### src/rtl/counter_sequencer.sv
// counter_sequencer: run controller for a 6-bit slot counter; reloads it, issues prescaled ticks,
// counts 64-tick frames and flags any drift between issued ticks and the reported count.
module counter_sequencer #(
    parameter int PRESCALE_WIDTH = 8,
    parameter int FRAME_WIDTH = 8
) (
    input  logic                      clk,
    input  logic                      rst,
    input  logic                      start,
    input  logic                      stop,
    input  logic                      hold,
    input  logic [PRESCALE_WIDTH-1:0] prescale,
    input  logic [FRAME_WIDTH-1:0]    num_frames,
    input  logic [5:0]                current_count,
    output logic                      counter_rst,
    output logic                      clk_enable,
    output logic                      busy,
    output logic                      frame_done,
    output logic                      all_done,
    output logic [FRAME_WIDTH-1:0]    frames_completed,
    output logic                      sync_error
);
    typedef enum logic [1:0] {IDLE, ARM, RUN} state_t;
    state_t state_q, state_d;
    logic [PRESCALE_WIDTH-1:0] div_q, div_d, presc_q, presc_d;
    logic [FRAME_WIDTH-1:0] nfr_q, nfr_d, frames_q, frames_d;
    logic [5:0] idx_q, idx_d, exp_count;
    logic act_q, act_d, clk_en_q, clk_en_d, crst_q, crst_d, busy_q, busy_d;
    logic fd_q, fd_d, ad_q, ad_d, serr_q, serr_d, frame_end;

    always_comb begin
        exp_count = (idx_q == 6'd0) ? 6'd63 : idx_q - 6'd1;
        frame_end = clk_en_q && (idx_q == 6'd63);
        state_d = state_q;
        presc_d = presc_q;
        nfr_d = nfr_q;
        frames_d = frames_q;
        idx_d = idx_q + 6'(clk_en_q);
        serr_d = serr_q | (clk_en_q && (current_count != exp_count));
        fd_d = 1'b0;
        ad_d = 1'b0;
        case (state_q)
            IDLE: if (start && !stop) begin
                state_d = ARM;
                presc_d = prescale;
                nfr_d = num_frames;
                frames_d = '0;
                serr_d = 1'b0;
            end
            ARM: begin
                idx_d = '0;
                state_d = stop ? IDLE : RUN;
            end
            RUN: begin
                if (frame_end && !stop) begin
                    frames_d = (&frames_q) ? frames_q : frames_q + FRAME_WIDTH'(1);
                    fd_d = 1'b1;
                    ad_d = (nfr_q != '0) && (frames_d == nfr_q);
                end
                state_d = (stop || ad_d) ? IDLE : RUN;
            end
            default: state_d = IDLE;
        endcase
        // act_q marks whether the divider advanced this cycle; held cycles freeze it
        div_d = (state_q == ARM || clk_en_q) ? '0 : div_q + PRESCALE_WIDTH'(act_q);
        act_d = (state_d == RUN) && !hold;
        clk_en_d = act_d && (div_d == presc_q);
        crst_d = state_d == ARM;
        busy_d = state_d != IDLE;
    end

    always_ff @(posedge clk) begin
        if (rst) begin
            state_q <= IDLE;
            div_q <= '0;
            presc_q <= '0;
            nfr_q <= '0;
            frames_q <= '0;
            idx_q <= '0;
            act_q <= 1'b0;
            clk_en_q <= 1'b0;
            crst_q <= 1'b0;
            busy_q <= 1'b0;
            fd_q <= 1'b0;
            ad_q <= 1'b0;
            serr_q <= 1'b0;
        end else begin
            state_q <= state_d;
            div_q <= div_d;
            presc_q <= presc_d;
            nfr_q <= nfr_d;
            frames_q <= frames_d;
            idx_q <= idx_d;
            act_q <= act_d;
            clk_en_q <= clk_en_d;
            crst_q <= crst_d;
            busy_q <= busy_d;
            fd_q <= fd_d;
            ad_q <= ad_d;
            serr_q <= serr_d;
        end
    end

    assign counter_rst = crst_q;
    assign clk_enable = clk_en_q;
    assign busy = busy_q;
    assign frame_done = fd_q;
    assign all_done = ad_q;
    assign frames_completed = frames_q;
    assign sync_error = serr_q;
endmodule

### config.mk
export PLATFORM = sky130hd
export DESIGN_NAME = counter_sequencer
export DESIGN_NICKNAME = d
export VERILOG_FILES = /design/src/rtl/counter_sequencer.sv
export SDC_FILE = /design/constraint.sdc
export NUM_CORES = 1
export LEC_CHECK = 0
export ABC_AREA = 1
export BUFFER_PORTS_ARGS = -buffer_cell sky130_fd_sc_hd__buf_2
export CAP_MARGIN = 20
export CELL_PAD_IN_SITES_DETAIL_PLACEMENT = 1
export CELL_PAD_IN_SITES_GLOBAL_PLACEMENT = 1
export CORE_MARGIN = 4
export CORE_UTILIZATION = 41
export CTS_BUF_LIST = sky130_fd_sc_hd__clkbuf_8
export DETAILED_ROUTE_END_ITERATION = 16
export PLACE_DENSITY = 0.91
export SYNTH_ARGS = -nofsm -noshare
export SYNTH_HDL_FRONTEND = slang
export SYNTH_SLANG_ARGS = --single-unit
### constraint.sdc
create_clock -name clk -period 2.2 [get_ports clk]
set_input_delay 0.44 -clock clk [delete_from_list [all_inputs] [get_ports clk]]
set_output_delay 0.44 -clock clk [all_outputs]
set_load 0.1 [all_outputs]
==> results.md, run 1 <==
* Fin cells at 466
* Fin crit period at 2.04 ns
* Setup CP Type: flop to flop
* Setup_tns at 0 ns
* Net count after synthesis at 380
* Synth warnings at 0
* Core area at 5640 um2
* DRC violations left at 0
* Final GP Congestion at 0.856
* Share of the synthesized area in the top cell type at 38.6%
* Pin count of the biggest net entering global routing at 19
* Worst-path maximum fanout at 6
* Layout area overhead at 17.1%
* Reg clk slew, reported paths at 0.09 ns
* Detailed Route WL at 6930 um
* Port bufs at 40
* Cts hold-fix bufs at 0
* Power per cell area at 565 nW/um2
* Clk_lat worst skew at 0.30 ns
* First-pass GRT wire length at 11,700 um
* Area of the die at 7250 um2
* Root Driver: clkbuf_8
* Fillers at 763
* Layout cells sized above 1 at 18.8%
* Peak supply drop at 0.279 mV
* Area leader, netlist: dfxtp_1
* Starting density of the core at 43.2%
* Worst Min Path Start: prescale[0]
* Startpoint Class: flop
* Antenna Nets Post-Route at 0
* Worst Max-Slew Pin Slew at 0.494 ns
* Vias in the first global route at 2,539
* Wirelength per Cell at 14.9 um
* Worst hold path class: primary input to flop
* Via count at 2,391
* Final hold vios at 0
* TritonCTS clock tree: built
* Die height at 85.1 um
* Drt pass-1 iters at 4
* Placed cell area at 2750 um2
* Mean number of vias per cell at 5.13
* R2r startpoint: frames_completed[0]$_SDFFE_PP0P_
* Slew margin rel. at 67.3%
* Post-synthesis sequential area ratio at 38.6%
* Max Clock Skew at 0.00917 ns
* Final Cell Area at 2860 um2
* Synth cell types at 31
* Top cells by area, synth: dfxtp_1 (39%), nand2_1 (11%), inv_1 (8.2%), nor2_1 (6.6%), nand3_1 (6.6%)
* Placed cell count at 458
* Worst Hold Slack at 0.338 ns
* Clock Path Buffers at 2
* CP Capture Type: flop
* CTS sink cnt at 47
* Cell Rows at 27
* Diodes inserted at 0
* Post-CTS sizing at 0
* Num ports at 41
* Flop and latch count out of synthesis at 47
* Worst hold stages at 3
* Start point of the critical path: frames_completed[0]$_SDFFE_PP0P_
* Mapped cell area at 2440 um2
* Cell count after synthesis at 346
* Die X at 85.1 um
* Status: finished clean
* Static Leakage at 1.28 nW
* Postcts setup bufs at 0
* RSZ-0062 raised after global routing: false
* Total congestion overflow at 0
* Pins Over Slew Limit at 0
* Setup-failing EPs final at 0
* Period utilization at 92.7%
* H-Tree Depth at 2
* Gr usage total at 19.8%
* Synth Area per Inst at 7.05 um2
* Max-cap violations at 0
* Fin nets at 427
* Peak Freq at 490 MHz
* R2R cell count at 14
* TritonCTS Buffers at 5
* Antenna violations before repair at 0
* Hpwl dp at 5570 um
* CP required at 2.39 ns
* Worst Path Arrival at 2.23 ns
* Iteration-0 DRC Markers at 98
synth_stat cells, drive strengths merged:
library cell / n
a21oi: 8
a31oi: 1
a32o: 1
buf: 2
clkbuf: 2
dfxtp: 47
ha: 7
inv: 54
nand2: 80
nand3: 32
nand3b: 1
nand4: 10
nor2: 45
nor3: 2
nor3b: 3
nor4: 1
o21ai: 23
o21bai: 3
o31ai: 1
o32ai: 3
or2: 1
xnor2: 5
xor2: 14
worst max-delay path, stage by stage (launching register included):
cell and delay [ns]:
dfxtp_2 0.39, ha_1 0.23, nand2_2 0.10, nor2_4 0.19
nand2_4 0.10, nand2_1 0.11, inv_1 0.09, nand2_2 0.08
nand2_1 0.05, nor2_1 0.11, nand2_1 0.06, o21bai_1 0.14
nand2_1 0.09, nand3_1 0.12, inv_1 0.07
final timing paths:
path         slack [ns]                       to
max                0.16         act_q$_SDFF_PP0_
min reg2reg        0.48  presc_q[6]$_SDFFE_PP0P_
max reg2reg        0.16         act_q$_SDFF_PP0_
min                0.34  presc_q[0]$_SDFFE_PP0P_
power breakdown:
group          leakage (nW)  internal, mW  total, mW  switching (mW)
combinational         0.849        0.0531      0.146          0.0926
sequential            0.385         0.869      0.881          0.0118
clock                0.0505         0.286      0.586           0.300
registers in the layout, indices dropped and copies added, names as in the netlist:
name / count
act_q: 1
all_done: 1
busy: 1
clk_enable: 1
counter_rst: 1
div_q: 8
frame_done: 1
frames_completed: 8
idx_q: 6
nfr_q: 8
presc_q: 8
state_q: 2
sync_error: 1
stage by stage:
stage	util (%)	setup slack (ns)	power, mW
floorplan	-	0.0785	0.989
global placement	48.8	0.360	1.04
detailed placement	48.8	0.252	1.05
CTS	50.6	0.178	1.63
global route	50.6	0.00684	1.68
finish	50.6	0.160	1.61
routing by layer:
layer	vias up	share of wire [%]	track usage [%]	wire (um)
met5	-	0	0	0
met4	0	0.95	4.32	66
met3	9	5.4	3.88	374
met2	60	49	35.2	3390
met1	1127	45	24.8	3100
li1	1195	-	-	-
kinds of logic after synthesis:
kind of cell / Yosys count / synth area share (%)
buffers and inverters: 58 / 8.98
adders and majority gates: 7 / 3.59
AOI/OAI and AO/OA: 40 / 9.65
DFF: 47 / 38.6
and+or+nand+nor: 175 / 32.1
xor gates and xnor gates: 19 / 7.13
layout make-up:
| type | instances | area, um2 | area share, % |
|---|---|---|---|
| inverters | 54 | 203 | 7.10 |
| well taps | 72 | 90.1 | 3.15 |
| multi-input cells | 241 | 1280 | 44.8 |
| flip-flops and latches | 47 | 951 | 33.3 |
| clock inverters | 1 | 7.51 | 0.263 |
| clock buffers | 7 | 96.3 | 3.37 |
| repair buffers | 44 | 230 | 8.06 |
placed cells by master (no fill, tap or decap), types with 7 or more instances in the layout:
cell type	synthesis	routed
dfxtp_1	47	39
a21oi_1	7	7
nand3_1	32	32
dfxtp_2	0	8
clkbuf_8	0	7
nand4_1	10	10
inv_1	53	53
ha_1	7	7
nor2_1	43	43
xor2_1	13	13
o21ai_0	23	23
buf_2	1	40
nand2_1	73	73
No activity file was read; power rests on OpenSTA's default activity.
==> run 2: changes to the inputs <==
CELL_PAD_IN_SITES_DETAIL_PLACEMENT = default   (was 1)
CELL_PAD_IN_SITES_GLOBAL_PLACEMENT = default   (was 1)
CORE_UTILIZATION = 54   (was 41)
PLACE_DENSITY = 0.87   (was 0.91)
==> run 2 against run 1 <==
Net effect:
- die area decreased by 22%
- critical path depth decreased by 2
- final area decreased by 1.4%
- maximum frequency increased by 6.0%
- sequential share of layout area increased by 0.49 points
- worst setup slack improved by 0.12 ns
- highest routed layer unchanged
==> results.md, run 2 (synthesized netlist as in run 1, its figures left out) <==
* Antenna Nets Post-Route at 0 (unchanged)
* CP Capture Type: flop
* Drt pass-1 iters at 5 (+1)
* Mean number of vias per cell at 5.19 (+1.1%)
* Total Power at 1.62 mW (+0.54%)
* CP required at 2.39 ns (about the same)
* Power per cell area at 576 nW/um2 (+2.0%)
* CTS sink cnt at 47 (unchanged)
* Setup_tns at 0 ns (unchanged)
* Final hold vios at 0 (unchanged)
* First-pass GRT wire length at 9370 um (-20%)
* Peak Freq at 519 MHz (+6.0%)
* Placed cell area at 2710 um2 (-1.5%)
* Layout area overhead at 15.4%
* Area of the die at 5660 um2 (-22%)
* Cell Rows at 24 (-11%)
* Fin crit period at 1.93 ns (-0.115 ns)
* Worst Path Arrival at 2.12 ns (-0.11 ns)
* Iteration-0 DRC Markers at 161 (+64%)
* Worst-path maximum fanout at 6 (unchanged)
* Port bufs at 40 (unchanged)
* Root Driver: clkbuf_8
* Vias in the first global route at 2,179 (-14%)
* R2r startpoint: frames_completed[0]$_SDFFE_PP0P_
* Starting density of the core at 56.0% (+13 points)
* Max Clock Skew at 0.00636 ns (-0.00282 ns)
* Final GP Congestion at 0.847 (-1.0%)
* RSZ-0062 raised after global routing: false
* Max-cap violations at 0 (unchanged)
* Area of the multi-input gates at 1280 um2 (unchanged)
* Cts hold-fix bufs at 0 (unchanged)
* H-Tree Depth at 2 (unchanged)
* Clock Path Buffers at 2 (unchanged)
* Commonest cells after routing, fill and taps aside: nand2_1 (73), inv_1 (54), nor2_1 (43)
* Final Cell Area at 2820 um2 (-1.4%)
* Slew margin rel. at 66.8% (-0.51 points)
* Wirelength per Cell at 12.4 um (-16%)
* Die X at 75.2 um (-12%)
* Start point of the critical path: frames_completed[0]$_SDFFE_PP0P_
* Setup-failing EPs final at 0 (unchanged)
* Reg clk slew, reported paths at 0.08 ns (about the same)
* Die height at 75.2 um (-12%)
* Startpoint Class: flop
* Fillers at 393 (-48%)
* Fin nets at 425 (-0.47%)
* Postcts setup bufs at 0 (unchanged)
* TritonCTS Buffers at 5 (unchanged)
* Layout cells sized above 1 at 17.9% (-0.88 points)
* DRC violations left at 0 (unchanged)
* Detailed Route WL at 5500 um (-21%)
* Pins Over Slew Limit at 0 (unchanged)
* FF+latch area at 951 um2 (unchanged)
* Static Leakage at 1.28 nW (-0.38%)
* Period utilization at 87.5% (-5.2 points)
* Worst Max-Slew Pin Slew at 0.497 ns (+0.00377 ns)
* TritonCTS clock tree: built
* Peak supply drop at 0.590 mV (+110%)
* Num ports at 41 (unchanged)
* Clk_lat worst skew at 0.30 ns (about the same)
* Fin util at 64.7% (+14 points)
* Setup CP Type: flop to flop
* Worst Hold Slack at 0.335 ns (-0.00308 ns)
* Worst Min Path Start: prescale[6]
* Hpwl dp at 4260 um (-24%)
* Antenna violations before repair at 0 (unchanged)
* Total congestion overflow at 0 (unchanged)
* Core area at 4350 um2 (-23%)
* Via count at 2,299 (-3.8%)
* Status: finished clean
* Post-CTS sizing at 0 (unchanged)
* Gr usage total at 21.4% (+1.6 points)
* Most common cell after layout, fill and taps aside: nand2_1
* Diodes inserted at 0 (unchanged)
* Worst hold path class: primary input to flop
* Pin count of the biggest net entering global routing at 19 (unchanged)
-- run 2: cell type report --
cell class / count / share of cell area (%)
inverter: 54 / 7.20
timing repair buffer: 42 / 7.64
tap: 52 / 2.31
clock buffer: 5 / 2.44
sequential: 47 / 33.8
clock inverter: 2 / 1.20
multi-input combinational: 241 / 45.4
-- run 2: where the power goes --
part / internal (mW) / switching (mW) / leakage (nW)
sequential: 0.869 / 0.0106 / 0.385
combinational: 0.0502 / 0.0871 / 0.839
clock: 0.328 / 0.276 / 0.0554
total: 1.25 / 0.374 / 1.28
-- run 2: worst max-delay path: stages, from the launching register on --
cell,delay (ns)
dfxtp_2,0.39
ha_1,0.23
nand2_2,0.09
nor2_4,0.17
nand3b_1,0.17
nand3_1,0.12
nand2_1,0.08
nor2_1,0.09
nand3_1,0.09
o21bai_1,0.14
nand2_1,0.09
nand3_1,0.11
inv_1,0.06
-- run 2: routing by layer --
metal / wire [um] / GRT usage, % / vias to the layer above
met4: 69 / 5.24 / 0
li1: - / - / 1194
met5: 0 / 0 / -
met2: 2590 / 36.4 / 73
met1: 2470 / 27.7 / 1025
met3: 371 / 4.67 / 7
-- run 2: metrics by stage --
step	setup slack [ns]	cells
2_1_floorplan	0.0785	346
3_3_place_gp	0.377	436
3_5_place_dp	0.300	436
4_1_cts	0.265	443
5_1_grt	0.0357	443
6_report	0.275	443
-- run 2: final timing paths --
check,endpoint,slack [ns],cells past startpoint
max,act_q$_SDFF_PP0_,0.27,12
min,presc_q[6]$_SDFFE_PP0P_,0.33,3
max reg2reg,act_q$_SDFF_PP0_,0.27,12
min reg2reg,presc_q[6]$_SDFFE_PP0P_,0.46,2
==> run 3: changes to the inputs <==
CELL_PAD_IN_SITES_DETAIL_PLACEMENT = 0   (was default)
CELL_PAD_IN_SITES_GLOBAL_PLACEMENT = 1   (was default)
CORE_UTILIZATION = 41   (was 54)
GPL_TIMING_DRIVEN = 0   (was default)
PLACE_DENSITY = 0.91   (was 0.87)
==> run 3 against run 2 <==
Net effect:
- wire length rose by 0.56%
- power is 4.9% lower
- clock skew is 0.0012 ns higher
- largest cell class unchanged
==> results.md, run 3 (synthesized netlist as in run 1, its figures left out) <==
* Diodes inserted at 0 (unchanged)
* Peak supply drop at 0.303 mV (-49%)
* RSZ-0062 raised after global routing: false
* H-Tree Depth at 2 (unchanged)
* Startpoint Class: flop
* Reg clk slew, reported paths at 0.09 ns (about the same)
* Total congestion overflow at 0 (unchanged)
* Fin crit period at 1.97 ns (+0.0466 ns)
* Hpwl dp at 4350 um (+2.1%)
* Max-cap violations at 0 (unchanged)
* Root Driver: clkbuf_8
* Power per cell area at 546 nW/um2 (-5.2%)
* Worst hold stages at 3 (unchanged)
* Crit-path cells: ha_1 > nand2_2 > nor2_4 > nand2_4 > nand2_2 > nand2_1 > nand2_1 > nand2_1 > nor2_1 > nand3_1 > o21bai_1 > nand2_1 > nand3_1 > inv_1
* Vias in the first global route at 2,067 (-5.1%)
* Cell Rows at 27 (+13%)
* Clk_lat worst skew at 0.30 ns (about the same)
* Worst r2r dst: state_q[1]$_SDFF_PP0_
* Pin count of the biggest net entering global routing at 16 (-3)
* Met2 usage at 24.1% (-12 points)
* Total Power at 1.54 mW (-4.9%)
* Max Clock Skew at 0.00758 ns (+0.00122 ns)
* Setup-failing EPs final at 0 (unchanged)
* Die X at 85.1 um (+13%)
* Critical-path top delay cell: dfxtp_2
* Most common cell after layout, fill and taps aside: nand2_1
* Status: finished clean
* Final Cell Area at 2820 um2 (+0.27%)
* CP required at 2.39 ns (about the same)
* Worst hold path class: primary input to flop
* Antenna violations before repair at 0 (unchanged)
* Fillers at 598 (+52%)
* Critical path's top delay family: simple AND/OR/NAND/NOR gates
* R2R cell count at 14 (+2)
* Buf+Inv Stages, Crit Path at 1 (unchanged)
* Cts hold-fix bufs at 0 (unchanged)
* Gr usage total at 15.9% (-5.5 points)
* Layout area overhead at 15.8%
* Setup CP Type: flop to flop
* Drt pass-1 iters at 4 (-1)
* Crit. path cell count at 14 (+2)
* CP Capture Type: flop
* Period utilization at 89.6% (+2.1 points)
* Worst Min Path Start: prescale[3]
* Peak Freq at 507 MHz (-2.4%)
* Worst Max-Slew Pin Slew at 0.576 ns (+0.0788 ns)
* Most numerous cell on the critical path: nand2_1
* Post-CTS sizing at 0 (unchanged)
* Layout cells sized above 1 at 17.8% (-0.091 points)
* Die height at 85.1 um (+13%)
* Fin nets at 426 (+0.24%)
* TritonCTS Buffers at 5 (unchanged)
* Grt met3 use at 3.40% (-1.3 points)
* Crit-path max cell delay at 0.39 ns (about the same)
* GR Util met1 at 22.9% (-4.8 points)
* Worst Hold Slack at 0.340 ns (+0.00514 ns)
* Placed cell area at 2730 um2 (+0.78%)
* Static Leakage at 1.26 nW (-1.7%)
* TritonCTS clock tree: built
* First-pass GRT wire length at 9520 um (+1.5%)
* Mean number of vias per cell at 4.82 (-7.2%)
* Slew margin rel. at 61.5% (-5.4 points)
* Via count at 2,239 (-2.6%)
* Detailed Route WL at 5530 um (+0.56%)
* Core area at 5640 um2 (+30%)
* Final hold vios at 0 (unchanged)
* Num ports at 41 (unchanged)
* Clock Path Buffers at 2 (unchanged)
* Final GP Congestion at 0.832 (-1.7%)
* Worst-path maximum fanout at 6 (unchanged)
* Port bufs at 39 (-2.5%)
* Worst Path Arrival at 2.16 ns (+0.04 ns)
* R2r startpoint: frames_completed[0]$_SDFFE_PP0P_
* Starting density of the core at 43.2% (-13 points)
* Fin cells at 465 (+5.0%)
* Postcts setup bufs at 0 (unchanged)
* Wirelength per Cell at 11.9 um (-4.2%)
* Placed cell count at 457 (+4.8%)
* Pins Over Slew Limit at 0 (unchanged)
* CTS sink cnt at 47 (unchanged)
* Iteration-0 DRC Markers at 111 (-31%)
* Gr busiest metal: met2
* Setup_tns at 0 ns (unchanged)
* Hold Path Sink: presc_q[3]$_SDFFE_PP0P_
* Area of the die at 7250 um2 (+28%)
* DRC violations left at 0 (unchanged)
* Commonest cells after routing, fill and taps aside: nand2_1 (73), inv_1 (53), nor2_1 (43)
* Reg2reg setup slack at 0.23 ns (-0.05 ns)
* Antenna Nets Post-Route at 0 (unchanged)
-- run 3: changes by cell type in the layout (fill, tap and decap cells not counted) --
| cell | delta |
|---|---|
| bufinv_16 | -1 |
| buf_1 | +1 |
| clkinvlp_4 | +2 |
| clkbuf_1 | +2 |
| clkinv_2 | +1 |
| inv_1 | -1 |
| buf_4 | -2 |
-- run 3: worst register-to-register path, delay by kind of cell, from the launching register on --
family,cells,cell delay [ns]
AO/OA/AOI/OAI,1,0.14
adder cells (fa/ha/maj),1,0.25
buffers and inverters,1,0.06
flip-flops,1,0.39
AND/OR/NAND/NOR,11,1.03
-- run 3: final cells by class --
| type | instances | area (um2) | area share [%] |
|---|---|---|---|
| timing repair buffer | 39 | 195 | 6.91 |
| multi-input combinational | 241 | 1280 | 45.3 |
| clock buffer | 5 | 68.8 | 2.44 |
| sequential | 47 | 951 | 33.7 |
| tap | 72 | 90.1 | 3.19 |
| clock inverter | 3 | 20.0 | 0.709 |
| buffer | 4 | 16.3 | 0.576 |
| inverter | 54 | 203 | 7.18 |
-- run 3: per-layer routing --
| metal | vias to the layer above | share of wire, % |
|---|---|---|
| li1 | 1196 | - |
| met1 | 987 | 52 |
| met2 | 51 | 41 |
| met3 | 5 | 5.8 |
| met4 | 0 | 0.80 |
| met5 | - | 0 |
-- run 3: worst max-delay path by stage --
stage               slack [ns]                          endpoint                             start
floorplan                 0.08                   busy$_SDFF_PP0_  frames_completed[0]$_SDFFE_PP0P_
global placement          0.24  frames_completed[2]$_SDFFE_PP0P_               idx_q[1]$_SDFF_PP0_
detailed placement        0.25  frames_completed[2]$_SDFFE_PP0P_               idx_q[1]$_SDFF_PP0_
CTS                       0.24             state_q[1]$_SDFF_PP0_  frames_completed[0]$_SDFFE_PP0P_
global route              0.04                   busy$_SDFF_PP0_  frames_completed[0]$_SDFFE_PP0P_
finish                    0.23             state_q[1]$_SDFF_PP0_  frames_completed[0]$_SDFFE_PP0P_
-- run 3: metrics by stage --
step / util (%) / setup WS [ns]
3_3_place_gp: 48.5 / 0.236
3_5_place_dp: 48.5 / 0.250
4_1_cts: 50.0 / 0.239
2_1_floorplan: - / 0.0785
5_1_grt: 50.0 / 0.0395
6_report: 50.0 / 0.228
-- run 3: power by group --
part / total [mW] / switching (mW) / internal (mW) / leakage [nW]
logic: 0.138 / 0.0881 / 0.0503 / 0.833
registers: 0.879 / 0.0101 / 0.869 / 0.385
clock network: 0.524 / 0.303 / 0.222 / 0.0402
